[src/rtl/qam16_pkg.sv]
// Shared types and helpers for the 16-QAM symbol mapper: constellation
// level type, Gray-to-level conversion, quadrant maps for the optional
// differential encoder (QAM_DIFF_ENC_EN), and the input buffer state enum.
package qam16_pkg;

  // Signed constellation level in units of AMP.
  typedef logic signed [2:0] level_t;

  localparam level_t LVL_M3 = level_t'(-3);
  localparam level_t LVL_M1 = level_t'(-1);
  localparam level_t LVL_P1 = level_t'(1);
  localparam level_t LVL_P3 = level_t'(3);

  // Occupancy of the one-byte input buffer.
  typedef enum logic [1:0] {
    BUF_EMPTY   = 2'd0,
    BUF_FULL_HI = 2'd1,  // next symbol comes from bits [7:4]
    BUF_FULL_LO = 2'd2   // next symbol comes from bits [3:0]
  } buf_state_t;

  // Gray-coded bit pair to amplitude level: 00->-3, 01->-1, 11->+1, 10->+3.
  function automatic level_t gray2level(input logic [1:0] g);
    case (g)
      2'b00:   return LVL_M3;
      2'b01:   return LVL_M1;
      2'b11:   return LVL_P1;
      default: return LVL_P3;
    endcase
  endfunction

  // Sign-bit pair (b3,b1) to quadrant index: 00->0, 01->1, 11->2, 10->3.
  function automatic logic [1:0] quad_map(input logic [1:0] b31);
    case (b31)
      2'b00:   return 2'd0;
      2'b01:   return 2'd1;
      2'b11:   return 2'd2;
      default: return 2'd3;
    endcase
  endfunction

  // Quadrant index back to the sign-bit pair (b3,b1).
  function automatic logic [1:0] quad_inv(input logic [1:0] quad);
    case (quad)
      2'd0:    return 2'b00;
      2'd1:    return 2'b01;
      2'd2:    return 2'b11;
      default: return 2'b10;
    endcase
  endfunction

endpackage

[src/rtl/qam16_gray_map.sv]
// Combinational Gray mapper: nibble b3b2b1b0 -> (I, Q) where I comes from
// b3b2 and Q from b1b0, each scaled by AMP.
module qam16_gray_map
  import qam16_pkg::*;
#(
  parameter int DATA_W = 16,
  parameter int AMP    = 8192
) (
  input  logic        [3:0]        nibble,
  output logic signed [DATA_W-1:0] sym_i,
  output logic signed [DATA_W-1:0] sym_q
);

  level_t lvl_i;
  level_t lvl_q;

  // Look up both axis levels and scale them to the output amplitude.
  always_comb begin
    lvl_i = gray2level(nibble[3:2]);
    lvl_q = gray2level(nibble[1:0]);
    sym_i = DATA_W'(int'(lvl_i) * AMP);
    sym_q = DATA_W'(int'(lvl_q) * AMP);
  end

endmodule

[src/rtl/qam16_symbol_mapper.sv]
// Byte stream to Gray-coded 16-QAM symbols, one symbol every OVERCLK_FACTOR
// enabled clocks. Holds one byte (two symbols) behind a valid/ready
// handshake and reports underruns. Define QAM_DIFF_ENC_EN to add
// differential quadrant encoding against the receiver PLL's 90-degree
// phase ambiguity.
module qam16_symbol_mapper
  import qam16_pkg::*;
#(
  parameter int DATA_W         = 16,
  parameter int AMP            = 8192,
  parameter int OVERCLK_FACTOR = 5
) (
  input  logic                     clk,
  input  logic                     reset,
  input  logic                     clk_enable,
  input  logic        [7:0]        din,
  input  logic                     din_valid,
  output logic                     din_ready,
  output logic signed [DATA_W-1:0] sym_i,
  output logic signed [DATA_W-1:0] sym_q,
  output logic                     sym_valid,
  output logic                     underrun,
  output logic        [15:0]       underrun_cnt
);

  localparam int               CNT_W   = $clog2(OVERCLK_FACTOR + 1);
  localparam logic [CNT_W-1:0] CNT_ONE = CNT_W'(1);
  localparam logic [CNT_W-1:0] CNT_MAX = CNT_W'(OVERCLK_FACTOR);

  logic        [CNT_W-1:0]  cnt;
  logic                     strobe;
  logic                     accept;
  buf_state_t               state;
  buf_state_t               state_nxt;
  logic        [7:0]        buf_byte;
  logic        [3:0]        nibble;
  logic        [3:0]        nibble_tx;
  logic signed [DATA_W-1:0] map_i;
  logic signed [DATA_W-1:0] map_q;

  assign strobe = clk_enable && (cnt == CNT_ONE);

  // Symbol-rate counter: 1..OVERCLK_FACTOR, frozen while clk_enable is low.
  // NOTE: state is updated with non-blocking assignments so every register
  // samples pre-edge values regardless of process evaluation order.
  always_ff @(posedge clk or negedge reset) begin
    if (!reset) begin
      cnt <= CNT_ONE;
    end else if (clk_enable) begin
      cnt <= (cnt == CNT_MAX) ? CNT_ONE : cnt + CNT_W'(1);
    end
  end

  // Buffer state register and byte storage.
  // NOTE: buf_byte is only read while the state says FULL, so its reset is
  // not functionally needed; it is cleared anyway to keep the datapath
  // free of X after reset.
  always_ff @(posedge clk or negedge reset) begin
    if (!reset) begin
      state    <= BUF_EMPTY;
      buf_byte <= 8'h00;
    end else begin
      state <= state_nxt;
      if (accept) buf_byte <= din;
    end
  end

  // Buffer next state: load on accept, step through nibbles on strobe.
  // NOTE: state_nxt gets a default before the case so no path leaves it
  // unassigned, which would otherwise infer a latch.
  always_comb begin
    state_nxt = state;
    case (state)
      BUF_EMPTY:   if (accept) state_nxt = BUF_FULL_HI;
      BUF_FULL_HI: if (strobe) state_nxt = BUF_FULL_LO;
      BUF_FULL_LO: if (strobe) state_nxt = accept ? BUF_FULL_HI : BUF_EMPTY;
      default:     state_nxt = BUF_EMPTY;
    endcase
  end

  // Buffer outputs: handshake and the nibble due at the next strobe.
  always_comb begin
    din_ready = (state == BUF_EMPTY) || ((state == BUF_FULL_LO) && strobe);
    accept    = din_valid && din_ready;
    nibble    = (state == BUF_FULL_HI) ? buf_byte[7:4] : buf_byte[3:0];
  end

`ifdef QAM_DIFF_ENC_EN
  logic       data_sym;
  logic [1:0] diff_s;
  logic [1:0] diff_s_nxt;
  logic [1:0] tx_b31;

  assign data_sym = strobe && (state != BUF_EMPTY);

  // Accumulate the data quadrant and transmit the absolute quadrant so the
  // receiver only has to decode phase differences.
  always_comb begin
    diff_s_nxt = diff_s + quad_map({nibble[3], nibble[1]});
    tx_b31     = quad_inv(diff_s_nxt);
    nibble_tx  = {tx_b31[1], nibble[2], tx_b31[0], nibble[0]};
  end

  // Differential state advances only on data symbols, never on underruns.
  always_ff @(posedge clk or negedge reset) begin
    if (!reset) begin
      diff_s <= 2'd0;
    end else if (data_sym) begin
      diff_s <= diff_s_nxt;
    end
  end
`else
  assign nibble_tx = nibble;
`endif

  qam16_gray_map #(
    .DATA_W (DATA_W),
    .AMP    (AMP)
  ) u_gray_map (
    .nibble (nibble_tx),
    .sym_i  (map_i),
    .sym_q  (map_q)
  );

  // Output registers: new symbol or zero underrun symbol on each strobe.
  always_ff @(posedge clk or negedge reset) begin
    if (!reset) begin
      sym_i        <= '0;
      sym_q        <= '0;
      sym_valid    <= 1'b0;
      underrun     <= 1'b0;
      underrun_cnt <= 16'h0000;
    end else begin
      sym_valid <= strobe;
      underrun  <= strobe && (state == BUF_EMPTY);
      if (strobe) begin
        if (state == BUF_EMPTY) begin
          sym_i <= '0;
          sym_q <= '0;
          if (underrun_cnt != 16'hFFFF) underrun_cnt <= underrun_cnt + 16'd1;
        end else begin
          sym_i <= map_i;
          sym_q <= map_q;
        end
      end
    end
  end

endmodule
[config.mk]
export PLATFORM = sky130hd
export DESIGN_NAME = qam16_symbol_mapper
export DESIGN_NICKNAME = d
export VERILOG_FILES = /design/src/rtl/qam16_pkg.sv /design/src/rtl/qam16_gray_map.sv /design/src/rtl/qam16_symbol_mapper.sv
export SDC_FILE = /design/constraint.sdc
export NUM_CORES = 1
export LEC_CHECK = 0
export ABC_AREA = 1
export CAP_MARGIN = 0
export CORE_ASPECT_RATIO = 1.4
export CORE_MARGIN = 1.5
export CORE_UTILIZATION = 41
export CTS_BUF_LIST = sky130_fd_sc_hd__clkbuf_8
export DETAILED_ROUTE_END_ITERATION = 10
export GPL_ROUTABILITY_DRIVEN = 0
export PLACE_DENSITY = 0.72
export SLEW_MARGIN = 20
export SYNTH_ARGS = -nofsm -noshare
export SYNTH_HDL_FRONTEND = slang
export SYNTH_SLANG_ARGS = --single-unit
[constraint.sdc]
create_clock -name clk -period 3.09 [get_ports clk]
set_input_delay 0.618 -clock clk [delete_from_list [all_inputs] [get_ports clk]]
set_output_delay 0.618 -clock clk [all_outputs]
set_load 0.005 [all_outputs]
==> results of run 1 <==
[how the worst min path moves through the flow]
stage / cells past startpoint / startpoint / slack (ns) / to
4_1_cts: 2 / buf_byte[1] / 0.48 / buf_byte[1]
2_1_floorplan: 0 / reset / 0.32 / buf_byte[0]
5_1_grt: 2 / buf_byte[6] / 0.49 / buf_byte[6]
6_report: 2 / buf_byte[1] / 0.48 / buf_byte[1]
3_3_place_gp: 2 / buf_byte[6] / 0.46 / buf_byte[6]
3_5_place_dp: 2 / buf_byte[1] / 0.46 / buf_byte[1]
[placed cells by master (no fill, tap or decap)]
cell and instances:
nor2_8 1, dfstp_2 1, buf_4 3, clkdlybuf4s50_1 36, a21oi_1 3, nand2_4 2
nor2_1 17, o21ai_0 11, inv_4 1, nand2_2 4, nor2_2 1, ha_1 1
xnor2_1 6, or2_4 1, nand4_1 6, clkbuf_8 7, nand2_1 110, o21ai_4 1
conb_1 26, and2_1 1, nor2_4 1, inv_1 13, nand3_1 19, dfrtp_1 35
clkinv_1 1, xor2_1 1
[power by group through the flow]
| stage | clock network [W] | logic [W] | registers [W] |
|---|---|---|---|
| 6_report | 0.000361 | 0.000566 | 0.000711 |
| 4_1_cts | 0.000372 | 0.000575 | 0.000712 |
| 3_3_place_gp | 0 | 0.000557 | 0.000713 |
| 5_1_grt | 0.000397 | 0.000657 | 0.000733 |
| 2_1_floorplan | 0 | 0.000396 | 0.000691 |
| 3_5_place_dp | 0 | 0.000574 | 0.000718 |
[critical path: cells and delay by family]
family                 cells  cell delay [ns]
AOI/OAI and AO/OA          1             0.19
buffers and inverters      3             1.13
and+or+nand+nor            2             0.13
[sequential cells by signal, indices dropped and copies added (netlist names)]
name          flops
underrun_cnt     16
buf_byte          8
cnt               3
sym_i             3
state             2
sym_q             2
sym_valid         1
underrun          1
[final cells by class]
type	instances	area, um2
Timing Repair Buffer	39	383
Sequential cell	36	902
Clock buffer	7	96.3
Tap cell	64	80.1
Multi-Input combinational cell	212	967
Inverter	15	58.8
Fill cell	490	2350
[metal layers]
layer | track usage (%) | routed length (um)
met1 | 16.4 | 1540
met2 | 30.4 | 2070
met3 | 4.66 | 182
met4 | 7.07 | 94
met5 | 0 | 0
[cells by family (layout without fill, tap and decap cells)]
logic type	after synthesis	in the layout	share of synthesized area, %
adder cells (fa/ha/maj)	1	1	0.603
other	1	26	0.181
flip-flops	36	36	43.5
AO/OA/AOI/OAI	15	15	4.16
XOR/XNOR	7	7	2.96
buffers and inverters	47	61	14.4
AND/OR/NAND/NOR	163	163	34.2
[metrics by stage]
step / cells / utilization, % / power, W
after floorplan: 295 / - / 0.00109
after global placement: 366 / 49.4 / 0.00127
after detailed placement: 366 / 49.4 / 0.00129
after CTS: 373 / 51.4 / 0.00166
after global routing: 373 / 51.4 / 0.00179
final: 373 / 51.4 / 0.00164
==> impl_summary.log, run 1 <==
[metrics] worst slack on hold paths: about 0.48 ns
[metrics] Top-Level Pins: 63
[metrics] unrepaired setup endpoints after global routing: false
[metrics] cell area reported after detailed placement: between 2000 and 2500 um2
[metrics] clock sink count: 36
[metrics] clock input transition at the sequential cells of the worst setup and hold paths: about 0.07 ns
[metrics] signal arrival time at the worst endpoint: roughly 2.1 ns
[metrics] top-area cell type share of the netlist area: between 40% and 50%
[metrics] cell area after synthesis: 2070 um2
[metrics] layout cell share with drive strength beyond 1: 7.44%
[metrics] start point of the critical path: clk_enable
[metrics] die area: 5500 um2
[metrics] Net Sw Power: between 0.0005 and 0.0006 W
[metrics] Worst Setup Start Kind: input port
[metrics] final hold vios: 0
[metrics] via count of the first global-routing pass: 1,643
[metrics] number of diodes: 0
[metrics] most instantiated flip-flop cell in the synthesis netlist: dfrtp_1
[metrics] final design area excluding fillers: 2490 um2
[metrics] count of nets after finishing: roughly 320
[metrics] minimum setup slack among reg-to-reg paths: ~1.1 ns
[metrics] mean cell area of the mapped netlist: roughly 7.7 um2
[metrics] cell repeated most along the worst path: clkdlybuf4s50_1
[metrics] power per unit of standard cell area: about 660 nW/um2
[metrics] post-synthesis async set-or-reset flop share: between 90% and 100%
[metrics] overall die height: approximately 87 um
[metrics] count of antenna-violating nets left after detailed routing: 0
[metrics] root buffer cell: clkbuf_8
[metrics] total half-perimeter wirelength after legalization and detailed placement: 2.87 mm
[metrics] top-count cell post-synth: nand2_1
[metrics] Logic pwr share: roughly a third
[metrics] fin worst setup slack: ~0.4 ns
[metrics] EDFF count, synth: 0
[metrics] maximum clock rate: about 370 MHz
[metrics] cts-stage hold buffer count: 0
[metrics] total of max-cap violations: 0
[metrics] number of distinct library cells after synthesis: 27
[metrics] drt wl/cell: 10.4 um
[metrics] area overhead of the layout relative to synthesis: 20.0%
[metrics] biggest area contributors in the synthesized netlist: dfrtp_1, nand2_1, buf_4
[metrics] chip width: around 63 um
[metrics] synthesized netlist cell count: 270
[metrics] mean number of vias per cell: ~4.6
[metrics] worst setup path category: input port to primary output
[metrics] required time reported for the critical path endpoint: ~2.5 ns
[metrics] DRC violation total after the first TritonRoute iteration: a little under 70
[metrics] Critical Path Sink Type: primary output
[metrics] maximum clock skew at final layout: roughly 0.0057 ns
[metrics] result of the run: complete, no violations
[metrics] post-detailed-route DRC marker count: 0
[metrics] clock share of power: ~22%
[metrics] proportion of synthesized chip area in sequential cells: around 44%
[metrics] clock buffers created by TritonCTS: 5
[metrics] largest net degree at the start of global routing: 37
[metrics] count of warnings emitted by yosys: 0
[metrics] CTS-repair resized insts: 0
[metrics] switching share of power: between 30 and 40%
[metrics] port buffer count: 36
[metrics] Final Slew Violations: 0
[metrics] Synth area leader: dfrtp_1
[metrics] aggregate global routing overflow: 0
[metrics] CTS tree: yes
[metrics] initial core utilization: between 40% and 50%
[metrics] destination of the worst register-to-register timing path: underrun_cnt[15]
[metrics] pre-CTS WS: a little over 0.4 ns
[metrics] largest incremental delay on the critical path: approximately 0.54 ns
[metrics] class of the most critical hold timing path: flop to flop
[metrics] Critical Path End: din_ready
[metrics] most frequent cells after synthesis: nand2_1, dfrtp_1, buf_4
[metrics] router iterations before antenna repair: 4
[metrics] number of setup violations in the final report: 0
[metrics] clock latency on the worst-skew pair: ~0.29 ns
[metrics] Leakage: 1.23 nW
[metrics] vias: around 1.7k
[metrics] # Post-CTS Setup Buffers: 0
[metrics] sequential share of power: 43.4%
[metrics] aggregate routed wire length: 3.89 mm
[metrics] master of the slowest instance on the critical path: clkdlybuf4s50_1
[metrics] Core Region: approximately 4800 um2
[metrics] Longest Clk Path Bufs: 2
[metrics] number of antenna violations at the first check in global routing: 0
[metrics] post-synthesis sequential element count: 36
[metrics] cell count of the worst reg-to-reg path: 8
[metrics] P_int: roughly 0.0011 W
[metrics] post-route setup TNS: 0 ns
[metrics] list of cells traversed by the critical path: clkdlybuf4s50_1 > nand2_1 > inv_1 > nand2_2 > a21oi_1 > clkdlybuf4s50_1
[metrics] critical path fanouts, max: 5
[metrics] final cycle utilization of the critical path: 87.0%
[metrics] post-layout minimum cycle time: between 2 and 3 ns
[metrics] launching point of the worst reg2reg path: underrun_cnt[0]
[metrics] all-layer global routing usage: about 16%
[metrics] Worst IR Drop VDD: between 0.0003 and 0.0004 V
[metrics] total number of placement rows: 30
[metrics] wire length of the first global-routing pass: roughly 6.9 mm
[metrics] H-Tree Level Count: 2
No activity file was read; power rests on OpenSTA's default activity.
==> run 2, diff against run 1 <==
--- a/config.mk
+++ b/config.mk
@@ -13,7 +13,7 @@
 export CTS_BUF_LIST = sky130_fd_sc_hd__clkbuf_8
 export DETAILED_ROUTE_END_ITERATION = 10
 export GPL_ROUTABILITY_DRIVEN = 0
-export PLACE_DENSITY = 0.72
+export PLACE_DENSITY = 0.71
 export SLEW_MARGIN = 20
 export SYNTH_ARGS = -nofsm -noshare
 export SYNTH_HDL_FRONTEND = slang
==> impl_summary.log, run 2 (synthesis results as in run 1) <==
[metrics] number of antenna violations at the first check in global routing: 0
[metrics] largest net degree at the start of global routing: 37
[metrics] cell area reported after detailed placement: approximately 2400 um2
[metrics] switching share of power: a little over a third
[metrics] routed length on met2: 2.01 mm
[metrics] Net Sw Power: a little under 0.0006 W
[metrics] total number of placement rows: 30
[metrics] class of the most critical hold timing path: flop to flop
[metrics] final design area excluding fillers: around 2500 um2
[metrics] clock share of power: between 20% and 30%
[metrics] aggregate routed wire length: 3.83 mm
[metrics] leading cell type in the layout, fill and taps excluded: nand2_1
[metrics] initial core utilization: between 40% and 50%
[metrics] overall die height: ~87 um
[metrics] signal arrival time at the worst endpoint: about 2.1 ns
[metrics] final cycle utilization of the critical path: approximately 90%
[metrics] die area: ~5500 um2
[metrics] root buffer cell: clkbuf_8
[metrics] Core Region: slightly below 5000 um2
[metrics] leading cell types in the layout, fill and taps excluded: nand2_1, clkdlybuf4s50_1, dfrtp_1
[metrics] worst slack on hold paths: around 0.48 ns
[metrics] chip width: ~63 um
[metrics] Largest regs: underrun_cnt (16), buf_byte (8)
[metrics] post-detailed-route DRC marker count: 0
[metrics] Critical Path Sink Type: primary output
[metrics] required time reported for the critical path endpoint: between 2 and 2.5 ns
[metrics] vias: approximately 1.7k
[metrics] DRC violation total after the first TritonRoute iteration: between 70 and 80
[metrics] flip-flop count of the largest register after layout: 16
[metrics] Leakage: around 1.2 nW
[metrics] final non-filler cell total: 374
[metrics] drt wl/cell: around 10 um
[metrics] area overhead of the layout relative to synthesis: 19.8%
[metrics] clock input transition at the sequential cells of the worst setup and hold paths: 0.08 ns
[metrics] count of antenna-violating nets left after detailed routing: 0
[metrics] final hold vios: 0
[metrics] worst setup path category: input port to primary output
[metrics] Biggest register: underrun_cnt
[metrics] clock latency on the worst-skew pair: approximately 0.29 ns
[metrics] Top-Level Pins: 63
[metrics] Worst IR Drop VDD: ~0.00045 V
[metrics] WL met1: 1.62 mm
[metrics] CTS tree: yes
[metrics] Final Slew Violations: 0
[metrics] via count of the first global-routing pass: ~1.5k
[metrics] unrepaired setup endpoints after global routing: false
[metrics] result of the run: complete, no violations
[metrics] sequential share of power: between 40% and 50%
[metrics] Highest Signal Layer: met4
[metrics] wire length of the first global-routing pass: roughly 6.5 mm
[metrics] Worst Max-Slew Pin Slew: 0.520 ns
[metrics] H-Tree Level Count: 2
[metrics] mean number of vias per cell: ~4.5
[metrics] count of nets after finishing: roughly 320
[metrics] headroom to the max-slew limit: around two thirds
[metrics] port buffer count: 36
[metrics] P_int: between 0.001 and 0.0015 W
[metrics] post-layout minimum cycle time: 2.73 ns
[metrics] total half-perimeter wirelength after legalization and detailed placement: ~2.8 mm
[metrics] clock buffers created by TritonCTS: 5
[metrics] power per unit of standard cell area: about 650 nW/um2
[metrics] all-layer global routing usage: 15.3%
[metrics] post-route setup TNS: 0 ns
[metrics] maximum clock skew at final layout: 0.00401 ns
[metrics] number of setup violations in the final report: 0
[metrics] router iterations before antenna repair: 4
[metrics] clock sink count: 36
[metrics] CTS-repair resized insts: 0
[metrics] total of max-cap violations: 0
[metrics] critical path fanouts, max: 5
[metrics] cell count after placement: roughly 370
[metrics] aggregate global routing overflow: 0
[metrics] number of diodes: 0
[metrics] maximum clock rate: about 370 MHz
[metrics] fin worst setup slack: between 0.3 and 0.4 ns
[metrics] cts-stage hold buffer count: 0
[metrics] pre-CTS WS: between 0.3 and 0.4 ns
[metrics] Logic pwr share: 34.9%
[metrics] Longest Clk Path Bufs: 2
[metrics] met3 layer wire length in the routed design: roughly 130 um
[metrics] Worst Setup Start Kind: input port
[metrics] # Post-CTS Setup Buffers: 0
[metrics] layout cell share with drive strength beyond 1: 7.74%
[run 2: metal layers]
metal / GRT usage, % / up-vias
met2: 26.8 / 33
li1: - / 871
met5: 0 / -
met1: 16.6 / 779
met4: 8.69 / 0
met3: 4.01 / 4
[run 2: worst max-delay path, stage by stage]
cell	delay, ns
clkdlybuf4s50_1	0.48
nand2_1	0.06
inv_1	0.12
nand2_2	0.07
a21oi_1	0.22
clkdlybuf4s50_1	0.54
[run 2: cell type report]
type / count / area (um2)
fillers: 499 / 2360
clock buffers: 5 / 68.8
flip-flops and latches: 36 / 902
multi-input cells: 212 / 967
inverters: 15 / 58.8
well taps: 64 / 80.1
repair buffers: 39 / 383
clock inverters: 3 / 23.8
[run 2: final timing paths]
check	startpoint	endpoint	slack, ns	cells past startpoint
setup reg to reg	underrun_cnt[0]	underrun_cnt[15]	1.14	8
max in group asynchronous	reset	cnt[0]	2.00	2
setup / recovery	clk_enable	din_ready	0.36	6
min in group asynchronous	reset	underrun	0.74	2
hold reg to reg	buf_byte[6]	buf_byte[6]	0.48	2
hold / removal	buf_byte[6]	buf_byte[6]	0.48	2
[run 2: through the flow]
| stage | util [%] | total power [W] |
|---|---|---|
| floorplan | - | 0.00109 |
| detailed placement | 49.4 | 0.00128 |
| global route | 51.3 | 0.00175 |
| finish | 51.3 | 0.00161 |
| global placement | 49.4 | 0.00127 |
| CTS | 51.3 | 0.00163 |
[run 2: power groups by stage]
stage | clock (W) | combinational (W) | sequential (W)
2_1_floorplan | 0 | 0.000396 | 0.000691
3_3_place_gp | 0 | 0.000560 | 0.000712
3_5_place_dp | 0 | 0.000570 | 0.000715
4_1_cts | 0.000351 | 0.000572 | 0.000706
5_1_grt | 0.000373 | 0.000653 | 0.000723
6_report | 0.000343 | 0.000563 | 0.000705
